$ cat src/rtl/ctrl_pkg.sv
// ---------------------------------------------------------------------------
// ctrl_pkg
// Shared definitions for the tap-sequencer block:
//   - default width constants for the coefficient address, the sample
//     ring-buffer address and the tap count
//   - the 2-bit FSM state encoding used by the sequencer
// ---------------------------------------------------------------------------
package ctrl_pkg;

    localparam int ADDR_WIDTH_DEF = 12;
    localparam int DATA_AW_DEF    = 10;
    localparam int TAPS_WIDTH_DEF = 8;

    typedef enum logic [1:0] {
        ST_IDLE = 2'd0,
        ST_LOAD = 2'd1,
        ST_RUN  = 2'd2,
        ST_DONE = 2'd3
    } state_t;

endpackage

$ cat src/rtl/ctrl_ramdrv_tapseq_if.sv
// ---------------------------------------------------------------------------
// ctrl_ramdrv_tapseq_if
// Bundles the request inputs and the RAM / MAC drive outputs of the
// tap sequencer.
//   master : requester side (drives start, coef_base, taps, data_head;
//            observes busy, done and all drive outputs)
//   slave  : sequencer side (the opposite directions)
// Clock and reset are not part of the bundle.
// ---------------------------------------------------------------------------
interface ctrl_ramdrv_tapseq_if
    import ctrl_pkg::*;
#(
    parameter int ADDR_WIDTH = ADDR_WIDTH_DEF,
    parameter int DATA_AW    = DATA_AW_DEF,
    parameter int TAPS_WIDTH = TAPS_WIDTH_DEF
) ();

    logic                  start;
    logic [ADDR_WIDTH-1:0] coef_base;
    logic [TAPS_WIDTH-1:0] taps;
    logic [DATA_AW-1:0]    data_head;

    logic                  busy;
    logic                  done;
    logic                  coef_load;
    logic [ADDR_WIDTH-1:0] coef_ptr;
    logic                  coef_cnt;
    logic [DATA_AW-1:0]    data_addr;
    logic                  mac_clr;
    logic                  mac_en;
    logic                  mac_last;

    modport master (
        output start, coef_base, taps, data_head,
        input  busy, done, coef_load, coef_ptr, coef_cnt, data_addr,
               mac_clr, mac_en, mac_last
    );

    modport slave (
        input  start, coef_base, taps, data_head,
        output busy, done, coef_load, coef_ptr, coef_cnt, data_addr,
               mac_clr, mac_en, mac_last
    );

endinterface

$ cat src/rtl/ctrl_ramdrv_datacnt.sv
// ---------------------------------------------------------------------------
// ctrl_ramdrv_datacnt
// Loadable down-counter producing the sample ring-buffer read address.
// Decrementing past 0 wraps to 2^WIDTH-1, which walks the ring buffer
// backwards from the newest sample.
//   clk, clr_n  : clock, asynchronous active-low reset (count -> 0)
//   i_load      : load i_load_val (has priority over i_dec)
//   i_load_val  : value to load
//   i_dec       : decrement by one
//   o_cnt       : registered count
// ---------------------------------------------------------------------------
module ctrl_ramdrv_datacnt
    import ctrl_pkg::*;
#(
    parameter int WIDTH = DATA_AW_DEF
) (
    input  logic             clk,
    input  logic             clr_n,
    input  logic             i_load,
    input  logic [WIDTH-1:0] i_load_val,
    input  logic             i_dec,
    output logic [WIDTH-1:0] o_cnt
);

    logic [WIDTH-1:0] r_cnt;

    always_ff @(posedge clk or negedge clr_n) begin
        if (!clr_n) begin
            r_cnt <= '0;
        end else if (i_load) begin
            r_cnt <= i_load_val;
        end else if (i_dec) begin
            r_cnt <= r_cnt - WIDTH'(1);
        end
    end

    assign o_cnt = r_cnt;

endmodule

$ cat src/rtl/ctrl_ramdrv_tapseq.sv
// ---------------------------------------------------------------------------
// ctrl_ramdrv_tapseq
// Sequencer for one polyphase FIR output: on start it latches the branch
// coefficient base, the tap count and the newest-sample address, spends
// one LOAD cycle presetting the coefficient counter and clearing the MAC,
// then runs `taps` MAC cycles walking the sample ring buffer backwards,
// and finishes with a one-cycle done pulse.
//   clk    : clock (posedge)
//   clr_n  : asynchronous active-low reset; all outputs forced to 0
//   bus    : slave side of ctrl_ramdrv_tapseq_if
//            in : start, coef_base, taps, data_head
//            out: busy, done, coef_load, coef_ptr, coef_cnt, data_addr,
//                 mac_clr, mac_en, mac_last
// All outputs are registered: the output flops are fed from the next state
// so each output lines up with the state it belongs to.
// ---------------------------------------------------------------------------
module ctrl_ramdrv_tapseq
    import ctrl_pkg::*;
#(
    parameter int ADDR_WIDTH = ADDR_WIDTH_DEF,
    parameter int DATA_AW    = DATA_AW_DEF,
    parameter int TAPS_WIDTH = TAPS_WIDTH_DEF
) (
    input  logic                 clk,
    input  logic                 clr_n,
    ctrl_ramdrv_tapseq_if.slave  bus
);

    state_t                r_state;
    state_t                w_state_next;
    logic [TAPS_WIDTH-1:0] r_tap_cnt;
    logic [TAPS_WIDTH-1:0] w_tap_cnt_next;
    logic [ADDR_WIDTH-1:0] r_coef_ptr;
    logic                  w_accept;
    logic                  w_data_dec;
    logic [DATA_AW-1:0]    w_data_addr;

    logic r_busy, r_done, r_coef_load, r_coef_cnt, r_mac_clr, r_mac_en, r_mac_last;
    logic w_busy_next, w_done_next, w_coef_load_next, w_coef_cnt_next;
    logic w_mac_clr_next, w_mac_en_next, w_mac_last_next;

    // Requests are only honoured while idle.
    assign w_accept = (r_state == ST_IDLE) && bus.start;

    // ---------------- state register ----------------
    always_ff @(posedge clk or negedge clr_n) begin
        if (!clr_n) begin
            r_state <= ST_IDLE;
        end else begin
            r_state <= w_state_next;
        end
    end

    // ---------------- next-state logic ----------------
    // r_tap_cnt holds the number of RUN cycles still to go, including the
    // current one, so RUN ends when it reads 1. Counting down from the
    // latched value means taps = 2^TAPS_WIDTH-1 needs no extra bit.
    always_comb begin
        w_state_next = r_state;
        case (r_state)
            ST_IDLE: if (bus.start) w_state_next = ST_LOAD;
            ST_LOAD: w_state_next = (r_tap_cnt == '0) ? ST_DONE : ST_RUN;
            ST_RUN:  if (r_tap_cnt == TAPS_WIDTH'(1)) w_state_next = ST_DONE;
            ST_DONE: w_state_next = ST_IDLE;
            default: w_state_next = ST_IDLE;
        endcase
    end

    always_comb begin
        w_tap_cnt_next = r_tap_cnt;
        if (w_accept) begin
            w_tap_cnt_next = bus.taps;
        end else if (r_state == ST_RUN) begin
            w_tap_cnt_next = r_tap_cnt - TAPS_WIDTH'(1);
        end
    end

    always_ff @(posedge clk or negedge clr_n) begin
        if (!clr_n) begin
            r_tap_cnt  <= '0;
            r_coef_ptr <= '0;
        end else begin
            r_tap_cnt <= w_tap_cnt_next;
            if (w_accept) begin
                r_coef_ptr <= bus.coef_base;
            end
        end
    end

    // ---------------- output logic ----------------
    // Decoded from the next state and next tap count, then registered,
    // so e.g. mac_last is high exactly in the RUN cycle whose count is 1.
    always_comb begin
        w_busy_next      = (w_state_next != ST_IDLE);
        w_done_next      = (w_state_next == ST_DONE);
        w_coef_load_next = (w_state_next == ST_LOAD);
        w_mac_clr_next   = (w_state_next == ST_LOAD);
        w_coef_cnt_next  = (w_state_next == ST_RUN);
        w_mac_en_next    = (w_state_next == ST_RUN);
        w_mac_last_next  = (w_state_next == ST_RUN) && (w_tap_cnt_next == TAPS_WIDTH'(1));
    end

    always_ff @(posedge clk or negedge clr_n) begin
        if (!clr_n) begin
            r_busy      <= 1'b0;
            r_done      <= 1'b0;
            r_coef_load <= 1'b0;
            r_coef_cnt  <= 1'b0;
            r_mac_clr   <= 1'b0;
            r_mac_en    <= 1'b0;
            r_mac_last  <= 1'b0;
        end else begin
            r_busy      <= w_busy_next;
            r_done      <= w_done_next;
            r_coef_load <= w_coef_load_next;
            r_coef_cnt  <= w_coef_cnt_next;
            r_mac_clr   <= w_mac_clr_next;
            r_mac_en    <= w_mac_en_next;
            r_mac_last  <= w_mac_last_next;
        end
    end

    // The sample address is loaded with the head on accept, so it shows
    // the head during LOAD and RUN cycle 0; each completed RUN cycle then
    // steps it back by one sample.
    assign w_data_dec = (r_state == ST_RUN);

    ctrl_ramdrv_datacnt #(
        .WIDTH (DATA_AW)
    ) u_datacnt (
        .clk        (clk),
        .clr_n      (clr_n),
        .i_load     (w_accept),
        .i_load_val (bus.data_head),
        .i_dec      (w_data_dec),
        .o_cnt      (w_data_addr)
    );

    assign bus.busy      = r_busy;
    assign bus.done      = r_done;
    assign bus.coef_load = r_coef_load;
    assign bus.coef_ptr  = r_coef_ptr;
    assign bus.coef_cnt  = r_coef_cnt;
    assign bus.data_addr = w_data_addr;
    assign bus.mac_clr   = r_mac_clr;
    assign bus.mac_en    = r_mac_en;
    assign bus.mac_last  = r_mac_last;

endmodule

$ cat src/flat_wrapper.sv
// flat-port wrapper written by rule: the top's interface ports become plain ports
module ctrl_ramdrv_tapseq_flat import ctrl_pkg::*;
#(
    parameter int ADDR_WIDTH = ADDR_WIDTH_DEF,
    parameter int DATA_AW    = DATA_AW_DEF,
    parameter int TAPS_WIDTH = TAPS_WIDTH_DEF
)
  (clk, clr_n, bus_start, bus_coef_base, bus_taps, bus_data_head, bus_busy, bus_done, bus_coef_load, bus_coef_ptr, bus_coef_cnt, bus_data_addr, bus_mac_clr, bus_mac_en, bus_mac_last);
  ctrl_ramdrv_tapseq_if #(.ADDR_WIDTH(ADDR_WIDTH), .DATA_AW(DATA_AW), .TAPS_WIDTH(TAPS_WIDTH)) bus_i ();
  input  logic clk;
  input  logic clr_n;
  input wire logic [$bits(bus_i.start)-1:0] bus_start;
  input wire logic [$bits(bus_i.coef_base)-1:0] bus_coef_base;
  input wire logic [$bits(bus_i.taps)-1:0] bus_taps;
  input wire logic [$bits(bus_i.data_head)-1:0] bus_data_head;
  output wire logic [$bits(bus_i.busy)-1:0] bus_busy;
  output wire logic [$bits(bus_i.done)-1:0] bus_done;
  output wire logic [$bits(bus_i.coef_load)-1:0] bus_coef_load;
  output wire logic [$bits(bus_i.coef_ptr)-1:0] bus_coef_ptr;
  output wire logic [$bits(bus_i.coef_cnt)-1:0] bus_coef_cnt;
  output wire logic [$bits(bus_i.data_addr)-1:0] bus_data_addr;
  output wire logic [$bits(bus_i.mac_clr)-1:0] bus_mac_clr;
  output wire logic [$bits(bus_i.mac_en)-1:0] bus_mac_en;
  output wire logic [$bits(bus_i.mac_last)-1:0] bus_mac_last;
  assign bus_i.start = bus_start;
  assign bus_i.coef_base = bus_coef_base;
  assign bus_i.taps = bus_taps;
  assign bus_i.data_head = bus_data_head;
  assign bus_busy = bus_i.busy;
  assign bus_done = bus_i.done;
  assign bus_coef_load = bus_i.coef_load;
  assign bus_coef_ptr = bus_i.coef_ptr;
  assign bus_coef_cnt = bus_i.coef_cnt;
  assign bus_data_addr = bus_i.data_addr;
  assign bus_mac_clr = bus_i.mac_clr;
  assign bus_mac_en = bus_i.mac_en;
  assign bus_mac_last = bus_i.mac_last;
  ctrl_ramdrv_tapseq #(.ADDR_WIDTH(ADDR_WIDTH), .DATA_AW(DATA_AW), .TAPS_WIDTH(TAPS_WIDTH)) u_core (.clk(clk), .clr_n(clr_n), .bus(bus_i));
endmodule
$ cat config.mk
export PLATFORM = sky130hd
export DESIGN_NAME = ctrl_ramdrv_tapseq_flat
export DESIGN_NICKNAME = d
export VERILOG_FILES = /design/src/rtl/ctrl_pkg.sv /design/src/rtl/ctrl_ramdrv_tapseq_if.sv /design/src/rtl/ctrl_ramdrv_datacnt.sv /design/src/rtl/ctrl_ramdrv_tapseq.sv /design/src/flat_wrapper.sv
export SDC_FILE = /design/constraint.sdc
export NUM_CORES = 1
export LEC_CHECK = 0
export BUFFER_PORTS_ARGS = -buffer_cell sky130_fd_sc_hd__buf_4
export CAP_MARGIN = 20
export CORE_UTILIZATION = 45
export DETAILED_ROUTE_END_ITERATION = 6
export PLACE_DENSITY = 0.72
export SLEW_MARGIN = 20
export SYNTH_ARGS = -nofsm -noshare
export SYNTH_HDL_FRONTEND = slang
export SYNTH_HIERARCHICAL = 1
export SYNTH_SLANG_ARGS = --single-unit
$ cat constraint.sdc
create_clock -name clk -period 3.2 [get_ports clk]
set_clock_uncertainty 0.1 [all_clocks]
set_input_delay 0.48 -clock clk [delete_from_list [all_inputs] [get_ports clk]]
set_output_delay 0.48 -clock clk [all_outputs]
set_load 0.005 [all_outputs]
# After elaboration in Yosys (flattened, before gate mapping)
# Index checks and enable logic that the tools add are counted.
[word_totals]
word_cells = 33
out_inout_bits = 29
regBits = 37
in_bits = 33
[op_classes]
muxes = 8
eq_ne = 8
reduce_logical = 6
n_addsub = 2
[ops]
columns = ["op", "count"]
rows = [
  ["$mux 10", 2],
  ["$eq 8x1->1 const B", 2],
  ["$mux 8", 2],
  ["$sub 10x1->10 const B", 1],
  ["$eq 2x2->1 const B", 4],
  ["$logic_not 8->1", 1],
  ["$pmux 2 s4", 1],
  ["$sub 8x1->8 const B", 1],
  ["$eq 2x1->1 const B", 2],
  ["$mux 2", 2],
  ["$reduce_bool 2->1", 2],
  ["$logic_and 1x1->1", 2],
  ["$logic_not 2->1", 1],
  ["$mux 1", 1],
]

# Depth between registers and ports, before layout
[depth]
depth_word = 5
depth_mapped = 9
depth_no_buf = 7

# Hierarchy
# The synthesis kept the hierarchy.
[modules_own_cells]
columns = ["mod", "cells_each", "instances", "area_each_um2", "seq_area_each_um2"]
rows = [
  ["ctrl_ramdrv_tapseq", 107, 1, 1306.3, 675.6],
  ["ctrl_ramdrv_datacnt", 58, 1, 561.8, 250.2],
]

# Least setup slack after synthesis
# No wires, ideal clock.
[synth_timing]
kind = "register -> register"
start = "register u_core.r_state[0]"
end = "register u_core.u_datacnt.r_cnt[9], in the netlist u_core/u_datacnt/o_cnt[9]"
n_path_buf = 1
synth_period_minus_slack_ns = 2.199
required_time_ns = 2.974
arrival_time_ns = 1.973
stages_incl_launch_ff = 7
slack_ns = 1.001
setup_time_ns = 0.126
path_cell_list = "dfrtp_1 > inv_1 > ha_1 > or4b_1 > buf_2 > or3_1 > a311o_1"
[synth_via]
word_cells_on_any_way = 5
classes_between = "eq/ne (1); mux (1); reduce/logical (3)"
[synth_lines]
columns = ["item", "line", "text"]
rows = [
  ["start: declaration", "ctrl_ramdrv_tapseq.sv:29", "state_t r_state;"],
  ["start signal: assignment", "ctrl_ramdrv_tapseq.sv:50", "r_state <= w_state_next;"],
  ["$eq 2x2->1", "ctrl_ramdrv_tapseq.sv:126", "assign w_data_dec = (r_state == ST_RUN);"],
  ["net u_core.w_data_dec", "ctrl_ramdrv_tapseq.sv:35", "logic w_data_dec;"],
  ["$reduce_bool 2->1 (no source line)", "n/a", ""],
  ["end signal: assignment", "ctrl_ramdrv_datacnt.sv:31", "r_cnt <= i_load_val;"],
  ["end signal: assignment", "ctrl_ramdrv_datacnt.sv:33", "r_cnt <= r_cnt - WIDTH'(1);"],
  ["end: declaration", "ctrl_ramdrv_datacnt.sv:25", "logic [WIDTH-1:0] r_cnt;"],
]
# The timed path passes the listed nets, and every way through them passes these cells.
# A chain may end at the register's enable or synchronous reset.

# Worst setup path in the final report
# Ends and elaborated chain as after synthesis.

==> reports/qor.csv <==
stage,metric,value,unit
status,run status,"complete, no violations",
route,DR iter-0 viols,52,
route,drt wl/cell,13.2,µm
clock_network,Clock transition at path regs,70,ps
yosys,synth unique cells,44,
clock_network,"Gates resized, CTS repair",0,
yosys,Mapped Cells,165,
hold_path,Hold Crit Class,primary input to async pin,
timing,Least-Margin Pin Slew,460,ps
route,final WL,3650,µm
critical_path,Worst Path Required,3270,ps
critical_path,worst path cell trace,"inv_1, ha_1, or4b_1, or3_1, a311o_1",
flow_run,MaxCap Viol Count,0,
power_and_ir_drop,leakage,1.16,nW
placement,HPWL after detailed placement,2660,µm
yosys,Post-synth EDFFs,0,
placement,global placement routability congestion,0.736,
clock_network,Root Driver,clkbuf_8,
critical_path,"delay-heaviest family, CP",simple AND/OR/NAND/NOR gates,
route,DRT antenna net count,0,
clock_network,"Clk Latency, worst-skew pair",280,ps
critical_path,critical path launch point,u_core/r_state[0],
timing,Final min period,2170,ps
yosys,Synth Net Count,205,
finish,n_diodes,0,
yosys,#FFs+latches synth,37,
power_and_ir_drop,pwr/cell area,340,mW/mm²
critical_path,CP bufs+invs,1,
yosys,Yosys warnings,6,
clock_network,clock sink total,37,
critical_path,Critical Path AT,2240,ps
timing,Hold Slack,46.8,ps
power_and_ir_drop,Max IR drop VDD,0.277,mV
finish,# nets final,267,
global_routing,largest net degree at the start of global routing,38,
critical_path,crit path launch type,flop,
finish,share of cells above drive strength 1,41.0,%
global_routing,vias in the first global route,1353,
yosys,Mapped Area,0.00187,mm²
timing,Max Clock Freq,461,MHz
global_routing,first-pass GRT wire length,6020,µm
global_routing,GRT Util Overall,18.7,%
clock_network,Longest Clk Path Bufs,2,
clock_network,post-CTS setup buffer count,0,
critical_path,critical path class,flop to flop,
clock_network,H-tree depth,2,
critical_path,CP peak stage delay,560,ps
yosys,post-synthesis sequential area ratio,49.6,%
die,Die Wd,66.4,µm
critical_path,critical path endpoint category,flop,
clock_network,CTS tree,built,
timing,Slew headroom,69.3,%
die,CORE AREA,0.00400,mm²
yosys,syn avg cell area,11.3,µm²
die,Starting Density,46.7,%
route,Vias,1403,
route,DRC errors left,0,
timing,final period utilization,67.8,%
route,iteration count of the initial detailed-routing pass,4,
die,DIE AREA,0.00441,mm²
global_routing,initial antenna violation count,0,
yosys,predominant post-synthesis flop cell,dfrtp_1,
finish,synth-to-layout area growth,30.3,%
clock_network,total CTS buffers,5,
critical_path,crit-path max FO,6,
clock_network,hold_buf cts,0,
placement,I/O Buffers,61,
timing,Pins Over Slew Limit,0,
timing,Sum Neg Setup Slack,0,ps
die,Ports,62,
timing,RSZ-0062 raised after global routing,no,
timing,"Hold Violations, Final",0,
critical_path,CP max stage cell,or4b_1,
critical_path,reg2reg start,u_core/r_state[0],
global_routing,Congestion Overflow GR,0,
die,Die Y,66.4,µm
die,num rows,23,
yosys,ys async rst share,100,%
timing,Setup-failing EPs final,0,
route,vias per cell,5.06,
per-stage QoR:
step	instances	worst slack [ps]	power, W	utilization (%)	instance area [µm²]
after floorplan	165	1000	0.000477	-	1870
after global placement	270	1100	0.000516	58.7	2350
after detailed placement	270	1050	0.000516	58.7	2350
after CTS	277	1030	0.000842	60.8	2430
after global routing	277	979	0.000860	60.8	2430
final	277	1030	0.000827	60.8	2430
cell usage after synthesis (4+ instances only):
library cell	count	area share [%]
ha_1	7	4.7
nand2_1	11	2.2
nor2_1	13	2.6
or4_1	4	1.6
mux2_2	14	8.4
inv_1	8	1.6
a31oi_1	6	2.0
dfrtp_1	37	50
xnor2_1	6	2.8
o21ai_0	7	1.9
per-layer routing:
metal	share of wire, %	vias to the layer above	GRT usage [%]
li1	-	701	-
met3	7.4	4	8.10
met2	47	45	28.3
met5	0	-	0
met4	1.1	0	7.18
met1	45	653	23.4
state kept, by name, indices dropped and copies added (netlist names):
| register | count |
|---|---|
| u_core/bus.busy | 1 |
| u_core/bus.mac_clr | 1 |
| u_core/r_state | 2 |
| u_core/bus.mac_en | 1 |
| u_core/bus.coef_ptr | 12 |
| u_core/bus.mac_last | 1 |
| u_core/r_tap_cnt | 8 |
| u_core/u_datacnt/o_cnt | 10 |
| u_core/bus.done | 1 |
cell type report:
type                            instances  area [µm²]
Multi-Input combinational cell        111         852
Fill cell                             360        1570
Inverter                                9        33.8
Sequential cell                        37         926
Clock buffer                            7        86.3
Tap cell                               50        62.6
Timing Repair Buffer                   63         473
kinds of logic (layout without fill, tap and decap cells):
| family | Yosys count | in the layout | synth area share, % |
|---|---|---|---|
| AND/OR/NAND/NOR | 53 | 53 | 17.7 |
| adder cells (fa/ha/maj) | 7 | 7 | 4.69 |
| buffers and inverters | 17 | 79 | 4.82 |
| XOR/XNOR | 10 | 10 | 5.09 |
| flip-flops | 37 | 37 | 49.6 |
| AO/OA/AOI/OAI | 27 | 27 | 9.71 |
| multiplexers | 14 | 14 | 8.44 |
path summary, 6_finish.rpt:
kind,to,slack [ps],cells after the start
worst min register to register,u_core/bus.coef_ptr[9],410,1
worst min-delay path,u_core/u_datacnt/o_cnt[8],50,1
worst max register to register,u_core/u_datacnt/o_cnt[9],1030,5
min in group clk,u_core/u_datacnt/o_cnt[1],310,3
worst max-delay path,u_core/u_datacnt/o_cnt[9],1030,5
max in group asynchronous,u_core/r_tap_cnt[0],2630,1
where the power goes:
| part | internal (W) | switching [W] |
|---|---|---|
| combinational | 0.0000247 | 0.0000141 |
| clock | 0.000171 | 0.000150 |
| sequential | 0.000468 | 0 |
cells in the final DEF, fill, tap and decap left out, types with 2 or more instances in the layout:
cell      count
a21oi_2       3
or4_1         4
dfrtp_1      37
nor3_1        2
a31oi_1       6
ha_1          7
inv_1         8
o31ai_1       3
nor2_1       13
mux2_2       14
buf_4        63
o21ai_0       7
nand2b_1      3
nor4_1        2
or3_1         2
xor2_1        3
clkbuf_8      6
nand2_1      11
a21oi_1       3
xnor2_1       6
and3b_1       2
Note: power is estimated with default switching activity, not from simulation.
